`src/rtl/vga.sv`:
```
// 640x480 @ 60 Hz VGA timing generator driving eight full-height colour bars.
// A 25 MHz pixel enable is derived from the 50 MHz clock; all five outputs are registered together.
module vga #(
    parameter int H_VISIBLE = 640,
    parameter int H_FP      = 16,
    parameter int H_SYNC    = 96,
    parameter int H_BP      = 48,
    parameter int V_VISIBLE = 480,
    parameter int V_FP      = 10,
    parameter int V_SYNC    = 2,
    parameter int V_BP      = 33,
    parameter int BAR_WIDTH = 80
) (
    input  logic clk50,
    input  logic reset,
    output logic red,
    output logic green,
    output logic blue,
    output logic vSync,
    output logic hSync
);

    localparam int H_TOTAL = H_VISIBLE + H_FP + H_SYNC + H_BP;
    localparam int V_TOTAL = V_VISIBLE + V_FP + V_SYNC + V_BP;
    localparam int HW      = $clog2(H_TOTAL);
    localparam int VW      = $clog2(V_TOTAL);
    localparam int SW      = (BAR_WIDTH > 1) ? $clog2(BAR_WIDTH) : 1;

    localparam logic [HW-1:0] H_LAST     = HW'(H_TOTAL - 1);
    localparam logic [HW-1:0] H_VIS_END  = HW'(H_VISIBLE);
    localparam logic [HW-1:0] HS_FIRST   = HW'(H_VISIBLE + H_FP);
    localparam logic [HW-1:0] HS_LAST    = HW'(H_VISIBLE + H_FP + H_SYNC - 1);
    localparam logic [VW-1:0] V_LAST     = VW'(V_TOTAL - 1);
    localparam logic [VW-1:0] V_VIS_END  = VW'(V_VISIBLE);
    localparam logic [VW-1:0] VS_FIRST   = VW'(V_VISIBLE + V_FP);
    localparam logic [VW-1:0] VS_LAST    = VW'(V_VISIBLE + V_FP + V_SYNC - 1);
    localparam logic [SW-1:0] SUB_LAST   = SW'(BAR_WIDTH - 1);

    logic          pix_en;
    logic [HW-1:0] hcount;
    logic [VW-1:0] vcount;
    logic [SW-1:0] sub_count;
    logic [2:0]    bar;

    logic          h_wrap;
    logic          v_wrap;
    logic          visible;
    logic          h_sync_zone;
    logic          v_sync_zone;
    logic [2:0]    colour;

    // NOTE: state registers use non-blocking (<=) so every flop samples pre-edge values.
    always_ff @(posedge clk50 or negedge reset) begin
        if (!reset) begin
            pix_en <= 1'b0;
        end else begin
            pix_en <= ~pix_en;
        end
    end

    // NOTE: every always_comb output gets a default first, so no path can infer a latch.
    always_comb begin
        h_wrap      = 1'b0;
        v_wrap      = 1'b0;
        visible     = 1'b0;
        h_sync_zone = 1'b0;
        v_sync_zone = 1'b0;
        colour      = 3'b000;

        h_wrap      = (hcount == H_LAST);
        v_wrap      = (vcount == V_LAST);
        visible     = (hcount < H_VIS_END) && (vcount < V_VIS_END);
        h_sync_zone = (hcount >= HS_FIRST) && (hcount <= HS_LAST);
        v_sync_zone = (vcount >= VS_FIRST) && (vcount <= VS_LAST);
        // Bars run white..black left to right, i.e. colour = 7 - bar index.
        if (visible) begin
            colour = ~bar;
        end
    end

    always_ff @(posedge clk50 or negedge reset) begin
        if (!reset) begin
            hcount    <= '0;
            vcount    <= '0;
            sub_count <= '0;
            bar       <= '0;
        end else if (pix_en) begin
            if (h_wrap) begin
                hcount    <= '0;
                sub_count <= '0;
                bar       <= '0;
                vcount    <= v_wrap ? '0 : vcount + 1'b1;
            end else begin
                hcount <= hcount + 1'b1;
                if (sub_count == SUB_LAST) begin
                    sub_count <= '0;
                    bar       <= bar + 1'b1;
                end else begin
                    sub_count <= sub_count + 1'b1;
                end
            end
        end
    end

    // Outputs decode the counters one pixel tick late, keeping sync and colour aligned.
    always_ff @(posedge clk50 or negedge reset) begin
        if (!reset) begin
            red   <= 1'b0;
            green <= 1'b0;
            blue  <= 1'b0;
            hSync <= 1'b1;
            vSync <= 1'b1;
        end else if (pix_en) begin
            {red, green, blue} <= colour;
            hSync              <= ~h_sync_zone;
            vSync              <= ~v_sync_zone;
        end
    end

endmodule

```
`config.mk`:
```
export PLATFORM = sky130hd
export DESIGN_NAME = vga
export DESIGN_NICKNAME = d
export VERILOG_FILES = /design/src/rtl/vga.sv
export SDC_FILE = /design/constraint.sdc
export NUM_CORES = 1
export LEC_CHECK = 0
export ABC_AREA = 1
export CAP_MARGIN = 15
export CELL_PAD_IN_SITES_DETAIL_PLACEMENT = 1
export CELL_PAD_IN_SITES_GLOBAL_PLACEMENT = 1
export CORE_MARGIN = 2
export CORE_UTILIZATION = 41
export DETAILED_ROUTE_END_ITERATION = 8
export GPL_TIMING_DRIVEN = 0
export HOLD_SLACK_MARGIN = 0.08
export PLACE_DENSITY = 0.7
export SYNTH_ARGS = -nofsm -noshare
export SYNTH_HDL_FRONTEND = slang
export SYNTH_SLANG_ARGS = --single-unit
```
`constraint.sdc`:
```
create_clock -name clk50 -period 1.3 [get_ports clk50]
set_input_delay 0.13 -clock clk50 [delete_from_list [all_inputs] [get_ports clk50]]
set_output_delay 0.13 -clock clk50 [all_outputs]
set_load 0.1 [all_outputs]
```
==> metrics.log, run 1 <==
INFO  metric status = finished, violations left
INFO  metric violations = negative setup slack
INFO  metric nFillCells = 580
INFO  metric setup-tns-final = -3.37 ns
INFO  metric yosys_register_bits = 36
INFO  metric design.die.area = 5490 sq um
INFO  metric worst_clock_skew = 0.0107 ns
INFO  metric path_cells = ha_4, nand2_4, nor2_4, nand4_4, nor2_8, inv_8, nand2_1, o21ai_2
INFO  metric fraction_of_layout_cells_with_a_size_suffix_above_1 = 30.4%
INFO  metric ys_seq_area_share = 44.8%
INFO  metric wl_per_cell = 14.4 um
INFO  metric max-clock-path-buffers = 2
INFO  metric antennaDiodeCount = 0
INFO  metric dp.final_hpwl = 3080 um
INFO  metric critPathMaxFanout = 10
INFO  metric placement.io_buffers = 6
INFO  metric viasPerCell = 4.99
INFO  metric synth_area_per_cell = 8.16 sq um
INFO  metric grt_pass1_wl = 8110 um
INFO  metric placement_rows = 25
INFO  metric number_of_enable_flip_flop_cells_after_synthesis = 0
INFO  metric startpoint_type = register
INFO  metric yosys.area_share.simple = 32.8%
INFO  metric total_wire_length_after_detailed_routing = 4980 um
INFO  metric clock_tree_from_tritoncts = yes
INFO  metric rsz_0062_raised_after_global_routing = true
INFO  metric fp.dieW = 74.1 um
INFO  metric area_share_of_the_largest_cell_type_after_synthesis = 42.2%
INFO  metric cts_root_buf = sky130_fd_sc_hd__clkbuf_8
INFO  metric antenna_violating_nets_post_route = 0
INFO  metric critical_path_arrival = 1.65 ns
INFO  metric drt-pass1-iter-count = 4
INFO  metric timing.critical_path.slowest_cell_delay = 0.41 ns
INFO  metric cellPowerDensity = 847 nW/um^2
INFO  metric ys_top_cells_by_count = 59 x sky130_fd_sc_hd__nand2_1, 34 x sky130_fd_sc_hd__dfrtp_1, 25 x sky130_fd_sc_hd__inv_1, 25 x sky130_fd_sc_hd__nor2_1, 19 x sky130_fd_sc_hd__nand3_1
INFO  metric place_congestion = 0.793
INFO  metric core = 4720 sq um
INFO  metric numClockSinks = 36
INFO  metric syn_area = 2020 sq um
INFO  metric numCtsBuffers = 5
INFO  metric post-route-util = 53.7%
INFO  metric grt_pass1_vias = 1751
INFO  metric floorplan.die.height = 74.1 um
INFO  metric yosys_warnings = 0
INFO  metric timing.max_slew.rel_slack = 43.7%
INFO  metric multi_input_area = 1100 sq um
INFO  metric final_critical_path_setup_slack = -0.166 ns
INFO  metric post-route-min-period = 1.47 ns
INFO  metric routed-via-count = 1731
INFO  metric drtIter0Drc = 50
INFO  metric postSynth.asyncResetShare = 100%
INFO  metric type_of_destination_of_the_critical_path = register
INFO  metric post_synthesis_share_of_cell_area_spent_on_xor_and_xnor_gates = 4.35%
INFO  metric yosys.cell_count.top_type = sky130_fd_sc_hd__nand2_1
INFO  metric grt_remaining_overflow = 0
INFO  metric worst_hold_check_path_type = primary input to async pin
INFO  metric pin_count = 7
INFO  metric synth.distinct_cells = 32
INFO  metric synth_adder_area_share = 3.72%
INFO  metric critPathKind = register to register
INFO  metric clk_latency = 0.29 ns
INFO  metric worst-slew-pin-transition = 0.844 ns
INFO  metric synth_fp_nets = 255
INFO  metric setup-violations-final = 29
INFO  metric vdd_ir_drop_max = 0.391 mV
INFO  metric sequential_cell_area = 905 sq um
INFO  metric synth.top_cells.by_area = sky130_fd_sc_hd__dfrtp_1 42%, sky130_fd_sc_hd__nand2_1 11%, sky130_fd_sc_hd__nand3_1 4.7%, sky130_fd_sc_hd__inv_1 4.7%, sky130_fd_sc_hd__nor2_1 4.7%
INFO  metric clkSlewWorstSetupHoldPaths = 0.08 ns
INFO  metric synth_flop_type = sky130_fd_sc_hd__dfrtp_1
INFO  metric fin_max_slew_vios = 0
INFO  metric initial_standard_cell_utilization_of_the_core = 42.7%
INFO  metric htree_num_levels = 2
INFO  metric largest_family_of_logic_cells_by_synthesized_area = simple AND/OR/NAND/NOR gates
INFO  metric fmax = 682 MHz
INFO  metric grt_antenna_before_repair = 0
INFO  metric finalHoldViolCount = 0
INFO  metric postSynthCellCount = 247
INFO  metric timing.critical_path.slowest_stage_cell = sky130_fd_sc_hd__dfrtp_1
INFO  metric grt_max_degree = 37
INFO  metric synthMuxAreaShare = 0%
INFO  metric total_leakage_power = 0.00118 uW
INFO  metric area.growth.synth_to_final = 25.8%
INFO  metric cp_data_required_time = 1.49 ns
INFO  metric grt.total_usage = 19.8%
INFO  metric synth_largest_area_cell = sky130_fd_sc_hd__dfrtp_1
INFO  metric reported_max_cap_violation_count = 0
INFO  metric post-route-period-util = 113%
INFO  metric fin_nets = 287
INFO  metric drc = 0
INFO  metric synth_area_in_compound_gates = 7.32%
## repair_timing
| action | CTS | global route |
|---|---|---|
| gates resized for setup | 46 | 31 |
| buffers inserted | 15 | 2 |
| endpoints found under the hold margin | 34 | 0 |
| setup endpoints to repair | 37 | 34 |
| pin swaps | 9 | 11 |
| hold buffers | 1 | 0 |
| gates cloned | 1 | 0 |
## flip-flops by register name, summed over array words and instances (netlist names)
| name | flops |
|---|---|
| hSync | 1 |
| pix_en | 1 |
| green | 1 |
| blue | 1 |
| hcount | 10 |
| vcount | 10 |
| sub_count | 7 |
| bar | 3 |
| red | 1 |
| vSync | 1 |
## area by class of cell
type	count	share of cell area, %
flip-flops and latches	36	35.7
plain buffers	3	1.09
repair buffers	24	7.40
clock buffers	5	2.71
multi-input cells	179	43.3
well taps	67	3.31
clock inverters	3	1.68
inverters	30	4.83
## critical path: cells and delay by family, from the launching register on
family                     cells  cell delay [ns]
and+or+nand+nor                5             0.66
DFF                            1             0.41
adders and majority gates      1             0.17
buffers and inverters          1             0.07
AOI/OAI and AO/OA              1             0.05
## path summary, 6_finish.rpt
| check | depth (start not counted) | startpoint | end | slack, ns |
|---|---|---|---|---|
| worst min-delay path | 2 | reset | vcount[7] | 0.48 |
| worst min register to register | 2 | red | red | 0.49 |
| worst max-delay path | 8 | hcount[0] | vcount[6] | -0.17 |
| max in group asynchronous | 2 | reset | hcount[9] | 0.22 |
| min in group clk50 | 2 | red | red | 0.49 |
| worst max register to register | 8 | hcount[0] | vcount[6] | -0.17 |
## cells by family after synthesis
kind of cell / after synthesis
and+or+nand+nor: 136
DFF: 36
buffers and inverters: 33
AOI/OAI and AO/OA: 26
xor gates and xnor gates: 10
adders and majority gates: 6
## metal layers
metal	routed length [um]	track usage, %	vias to the layer above
met1	2360	26.6	834
met2	2420	31.7	20
met5	0	0	-
li1	-	-	872
met4	62	8.08	0
met3	143	3.52	5
## per-stage QoR
step | hold slack, ns | setup WS [ns] | total power, uW | instances | area [sq um]
final | 0.483 | -0.166 | 2150 | 347 | 2540
after CTS | 0.489 | -0.222 | 2190 | 345 | 2440
after global placement | 0.472 | -0.786 | 1170 | 320 | 2160
after global routing | 0.508 | -0.246 | 2220 | 347 | 2540
after floorplan | -0.166 | -0.0724 | 1140 | 247 | 2020
after detailed placement | 0.279 | -0.472 | 1170 | 320 | 2150
## power breakdown
group          switching (uW)  internal, uW
Clock                     436           568
Combinational            22.5          3.01
Sequential                  0          1120
Total                     459          1690
## cells in the final DEF, fill, tap and decap left out, drive strengths merged
master / instances
a21oi: 2
a22oi: 1
a31oi: 1
buf: 25
bufinv: 1
clkbuf: 6
clkinv: 1
clkinvlp: 1
dfrtp: 34
dfstp: 2
dlygate4sd3: 1
ha: 6
inv: 30
nand2: 61
nand3: 19
nand3b: 3
nand4: 11
nor2: 30
nor3: 7
nor3b: 1
o21ai: 21
o21bai: 1
or2: 5
xnor2: 3
xor2: 7
Power figures use the tool's default switching activity.
==> inputs of run 2 (changes only) <==
--- a/config.mk
+++ b/config.mk
@@ -7,5 +7,5 @@
 export LEC_CHECK = 0
 export ABC_AREA = 1
-export CAP_MARGIN = 15
+export CAP_MARGIN = 20
 export CELL_PAD_IN_SITES_DETAIL_PLACEMENT = 1
 export CELL_PAD_IN_SITES_GLOBAL_PLACEMENT = 1
==> constraint.sdc (replaced) <==
create_clock -name clk50 -period 1.3 [get_ports clk50]
set_input_delay 0.13 -clock clk50 [delete_from_list [all_inputs] [get_ports clk50]]
set_output_delay 0.13 -clock clk50 [all_outputs]
set_load 0.05 [all_outputs]
==> metrics.log, run 2 (same netlist as run 1, synthesis figures left out) <==
INFO  metric pin_count = 7
INFO  metric cp_data_required_time = 1.49 ns
INFO  metric grt_pass1_wl = 8110 um
INFO  metric timing.critical_path.slowest_stage_cell = sky130_fd_sc_hd__dfrtp_1
INFO  metric reg.largest.list = hcount x10, vcount x10, sub_count x7
INFO  metric total_wire_length_after_detailed_routing = 4990 um
INFO  metric setup-tns-final = -3.25 ns
INFO  metric place_congestion = 0.793
INFO  metric timing.critical_path.slowest_cell_delay = 0.41 ns
INFO  metric finish.cell_count_without_fillers = 347
INFO  metric placement.io_buffers = 6
INFO  metric top_library_cells_by_usage_in_the_layout_fill_and_taps_aside = 54 x sky130_fd_sc_hd__nand2_1, 32 x sky130_fd_sc_hd__dfrtp_1, 23 x sky130_fd_sc_hd__inv_1
INFO  metric viasPerCell = 4.98
INFO  metric timing.max_slew.rel_slack = 65.7%
INFO  metric numClockSinks = 36
INFO  metric rsz_0062_raised_after_global_routing = true
INFO  metric floorplan.die.height = 74.1 um
INFO  metric grt.total_usage = 19.8%
INFO  metric critPathKind = register to register
INFO  metric antenna_violating_nets_post_route = 0
INFO  metric grt_pass1_vias = 1751
INFO  metric setup-violations-final = 29
INFO  metric grt_antenna_before_repair = 0
INFO  metric dp.final_hpwl = 3080 um
INFO  metric clk_latency = 0.29 ns
INFO  metric path_cells = ha_4, nand2_4, nor2_4, nand4_4, nor2_8, inv_8, nand2_1, o21ai_2
INFO  metric clkSlewWorstSetupHoldPaths = 0.08 ns
INFO  metric post-route-period-util = 112%
INFO  metric numCtsBuffers = 5
INFO  metric placement_rows = 25
INFO  metric clock_tree_from_tritoncts = yes
INFO  metric cellPowerDensity = 846 nW/um^2
INFO  metric critPathMaxFanout = 10
INFO  metric worst_clock_skew = 0.0108 ns
INFO  metric type_of_destination_of_the_critical_path = register
INFO  metric grt_remaining_overflow = 0
INFO  metric initial_standard_cell_utilization_of_the_core = 42.7%
INFO  metric fmax = 685 MHz
INFO  metric htree_num_levels = 2
INFO  metric core = 4720 sq um
INFO  metric status = finished, violations left
INFO  metric nFillCells = 578
INFO  metric power = 2150 uW
INFO  metric wl_per_cell = 14.4 um
INFO  metric post-route-min-period = 1.46 ns
INFO  metric vdd_ir_drop_max = 0.390 mV
INFO  metric violations = negative setup slack
INFO  metric drc = 0
INFO  metric fp.dieW = 74.1 um
INFO  metric drt-pass1-iter-count = 4
INFO  metric cts_root_buf = sky130_fd_sc_hd__clkbuf_8
INFO  metric worst-slew-pin-transition = 0.514 ns
INFO  metric placement.cell_area = 2150 sq um
INFO  metric drtIter0Drc = 65
INFO  metric placed_cells_incl_taps = 320
INFO  metric layout.cells.most_common = sky130_fd_sc_hd__nand2_1
INFO  metric fin_hold_ws = 0.377 ns
INFO  metric reported_max_cap_violation_count = 0
INFO  metric finalHoldViolCount = 0
INFO  metric design.die.area = 5490 sq um
INFO  metric fraction_of_layout_cells_with_a_size_suffix_above_1 = 30.0%
INFO  metric routed-via-count = 1727
INFO  metric area.growth.synth_to_final = 25.9%
INFO  metric fin_nets = 287
INFO  metric grt_max_degree = 37
INFO  metric layout.cell_area.non_filler = 2540 sq um
INFO  metric max-clock-path-buffers = 2
INFO  metric fin_max_slew_vios = 0
INFO  metric total_leakage_power = 0.00118 uW
INFO  metric antennaDiodeCount = 0
INFO  metric final_critical_path_setup_slack = -0.159 ns
INFO  metric worst_hold_check_path_type = primary input to async pin
INFO  metric critical_path_arrival = 1.65 ns
INFO  metric startpoint_type = register
run 2: cell types whose count changed in the layout (fill, tap and decap cells not counted), sizes merged:
cell,previous run,this run
buf,25,21
clkbuf,6,9
clkdlybuf4s15,0,1
run 2: cell type report:
type / count / area (sq um) / share of cell area (%)
well taps: 67 / 83.8 / 3.30
clock inverters: 3 / 42.5 / 1.68
plain buffers: 3 / 27.5 / 1.08
clock buffers: 5 / 68.8 / 2.71
flip-flops and latches: 36 / 906 / 35.7
inverters: 30 / 123 / 4.83
multi-input cells: 179 / 1100 / 43.2
repair buffers: 24 / 190 / 7.50
run 2: what timing repair did:
item,in CTS,in global routing
gates resized for setup,34,33
gates cloned,1,0
setup endpoints to repair,37,36
hold endpoints to repair,34,0
buffers inserted,15,2
hold buffers,1,0
pin swaps,8,12
run 2: final timing paths:
path	end	depth (start not counted)	slack, ns	start
min in group clk50	red	2	0.49	red
setup / recovery	vcount[6]	8	-0.16	hcount[0]
max in group asynchronous	hcount[5]	2	0.52	reset
setup reg to reg	vcount[6]	8	-0.16	hcount[0]
hold reg to reg	red	2	0.49	red
hold / removal	vcount[7]	2	0.38	reset
run 2: power breakdown:
part / internal [uW] / switching [uW]
sequential: 1120 / 0
clock: 568 / 435
combinational: 3.79 / 22.2
total: 1690 / 457
run 2: metrics by stage:
stage          utilization (%)  setup WS [ns]
3_5_place_dp              45.6         -0.447
2_1_floorplan                -        -0.0724
6_report                  53.7         -0.159
5_1_grt                   53.7         -0.243
4_1_cts                   51.8         -0.219
3_3_place_gp              45.7         -0.786
run 2: metal layers:
layer	global-route usage, %	vias up	share of wire (%)
met5	0	-	0
met1	26.6	830	47
met3	3.52	5	2.8
li1	-	868	-
met4	8.08	0	1.3
met2	31.7	24	49
run 2: critical path: cells and delay by family (launching register included):
family          cells  cell delay, ns
buf+inv             1            0.07
simple gates        5            0.64
fa+ha+maj           1            0.17
compound gates      1            0.05
flops               1            0.41
==> inputs of run 3 (changes only) <==
- CORE_MARGIN: 2 -> unset
==> metrics.log, run 3 (same netlist as run 1, synthesis figures left out) <==
INFO  metric max-clock-path-buffers = 2
INFO  metric numCtsBuffers = 5
INFO  metric clock_tree_from_tritoncts = yes
INFO  metric routed-via-count = 1806
INFO  metric pwr-share-seq = 56.0%
INFO  metric drtIter0Drc = 97
INFO  metric fin_nets = 289
INFO  metric place_congestion = 0.795
INFO  metric type_of_destination_of_the_critical_path = register
INFO  metric fmax = 685 MHz
INFO  metric viasPerCell = 5.17
INFO  metric worst_hold_check_path_type = primary input to async pin
INFO  metric numClockSinks = 36
INFO  metric design.die.area = 5200 sq um
INFO  metric antenna_violating_nets_post_route = 0
INFO  metric drc = 0
INFO  metric reg.largest.list = hcount x10, vcount x10, sub_count x7
INFO  metric placed_cells_incl_taps = 320
INFO  metric initial_standard_cell_utilization_of_the_core = 42.7%
INFO  metric clk_latency = 0.30 ns
INFO  metric reported_max_cap_violation_count = 0
INFO  metric share_comb_of_total_power = 1.2%
INFO  metric area.growth.synth_to_final = 27.2%
INFO  metric rsz_0062_raised_after_global_routing = true
INFO  metric placement.io_buffers = 6
INFO  metric setup-violations-final = 28
INFO  metric vdd_ir_drop_max = 0.407 mV
INFO  metric antennaDiodeCount = 0
INFO  metric fp.dieW = 72.1 um
INFO  metric dp.final_hpwl = 3220 um
INFO  metric grt_pass1_vias = 1761
INFO  metric clkPwrFrac = 42.8%
INFO  metric post-route-min-period = 1.46 ns
INFO  metric status = finished, violations left
INFO  metric top_library_cells_by_usage_in_the_layout_fill_and_taps_aside = 52 x sky130_fd_sc_hd__nand2_1, 32 x sky130_fd_sc_hd__dfrtp_1, 20 x sky130_fd_sc_hd__inv_1
INFO  metric clkSlewWorstSetupHoldPaths = 0.08 ns
INFO  metric layout.cells.most_common = sky130_fd_sc_hd__nand2_1
INFO  metric timing.reg2reg.worst_path_depth = 8
INFO  metric htree_num_levels = 2
INFO  metric fin_max_slew_vios = 0
INFO  metric power.net_switching = 453 uW
INFO  metric violations = negative setup slack
INFO  metric power_report.internal_total = 1550 uW
INFO  metric grt.total_usage = 20.6%
INFO  metric wl_per_cell = 15.0 um
INFO  metric floorplan.die.height = 72.1 um
INFO  metric placement_rows = 25
INFO  metric grt_remaining_overflow = 0
INFO  metric timing.max_slew.rel_slack = 45.1%
INFO  metric post-route-period-util = 112%
INFO  metric finish.cell_count_without_fillers = 349
INFO  metric critical_path_arrival = 1.69 ns
INFO  metric drt-pass1-iter-count = 4
INFO  metric post-route-util = 54.3%
INFO  metric grt_antenna_before_repair = 0
INFO  metric total_leakage_power = 0.00119 uW
INFO  metric fraction_of_layout_cells_with_a_size_suffix_above_1 = 35.8%
INFO  metric grt_pass1_wl = 8220 um
INFO  metric worst_clock_skew = 0.0132 ns
INFO  metric nFillCells = 552
INFO  metric worst-slew-pin-transition = 0.824 ns
INFO  metric pin_count = 7
INFO  metric total_wire_length_after_detailed_routing = 5240 um
INFO  metric critPathMaxFanout = 5
INFO  metric finalHoldViolCount = 0
INFO  metric startpoint_type = register
INFO  metric critical_path.startpoint = hcount[0]
INFO  metric p_sw_share = 22.7%
INFO  metric critPathKind = register to register
INFO  metric grt_max_degree = 37
INFO  metric final_critical_path_setup_slack = -0.159 ns
INFO  metric critical_r2r_launch = hcount[0]
INFO  metric cp_data_required_time = 1.53 ns
INFO  metric crit_path_end = vcount[3]
INFO  metric cts_root_buf = sky130_fd_sc_hd__clkbuf_8
INFO  metric core = 4720 sq um
INFO  metric rr_endpoint = vcount[3]
INFO  metric cellPowerDensity = 780 nW/um^2
INFO  metric rrSetupSlack = -0.16 ns
[run 3: changes by cell type in the layout (fill, tap and decap cells not counted), moves of 3 or more]
cell / before / now
sky130_fd_sc_hd__nor2_1: 21 / 17
sky130_fd_sc_hd__nor2_2: 4 / 8
sky130_fd_sc_hd__inv_1: 23 / 20
sky130_fd_sc_hd__inv_2: 5 / 8
sky130_fd_sc_hd__nand3_1: 14 / 11
sky130_fd_sc_hd__nand3_2: 5 / 8
[run 3: area by class of cell]
class | count | area (sq um) | area share (%)
clock buffers | 6 | 82.6 | 3.22
repair buffers | 27 | 213 | 8.30
inverters | 30 | 120 | 4.69
multi-input cells | 178 | 1120 | 43.7
flip-flops and latches | 36 | 906 | 35.3
well taps | 67 | 83.8 | 3.27
plain buffers | 3 | 27.5 | 1.07
clock inverters | 2 | 10.0 | 0.390
[run 3: metal layers]
| metal | routed length (um) | GRT usage [%] |
|---|---|---|
| met1 | 2410 | 26.6 |
| met2 | 2600 | 34.7 |
| met3 | 149 | 3.19 |
| met4 | 76 | 8.06 |
| met5 | 0 | 0 |
[run 3: power groups by stage]
stage                     registers [uW]  logic [uW]  clock network (uW)
after global placement              1140        26.4                   0
final                               1120        24.9                 855
after floorplan                     1140    0.000535                   0
after CTS                           1120        27.3                 873
after global routing                1120        30.3                 906
after detailed placement            1140        25.0                   0
[run 3: timing repair]
item,CTS,global route
gates cloned,0,0
hold endpoints to repair,34,0
hold buffers,1,0
buffers inserted,11,9
endpoints found under the setup margin,36,37
pin swaps,13,15
resized for setup,37,44
[run 3: worst max-delay path, cell delays in order (launching register included)]
cell and delay, ns:
sky130_fd_sc_hd__dfrtp_1 0.40, sky130_fd_sc_hd__ha_4 0.17, sky130_fd_sc_hd__nand2_4 0.05, sky130_fd_sc_hd__nor2_4 0.13
sky130_fd_sc_hd__nand4_4 0.18, sky130_fd_sc_hd__nor2_8 0.18, sky130_fd_sc_hd__buf_6 0.15, sky130_fd_sc_hd__nand3b_1 0.07
sky130_fd_sc_hd__nand2_1 0.07
[run 3: metrics by stage]
step | power (uW) | area (sq um) | setup WS, ns | TNS (ns) | hold slack [ns]
global route | 2060 | 2560 | -0.230 | -5.39 | 0.520
finish | 2000 | 2560 | -0.159 | -3.11 | 0.457
detailed placement | 1170 | 2150 | -0.387 | -6.64 | 0.281
floorplan | 1140 | 2020 | -0.0724 | -0.592 | -0.166
global placement | 1170 | 2160 | -0.794 | -33.80 | 0.468
CTS | 2020 | 2390 | -0.211 | -4.05 | 0.496
[run 3: worst min-delay path by stage]
stage	cells after the start	slack, ns	endpoint	start
2_1_floorplan	0	-0.17	bar[0]	reset
3_3_place_gp	2	0.47	red	red
3_5_place_dp	1	0.28	sub_count[4]	reset
4_1_cts	2	0.50	red	reset
5_1_grt	2	0.52	green	green
6_report	2	0.46	red	reset
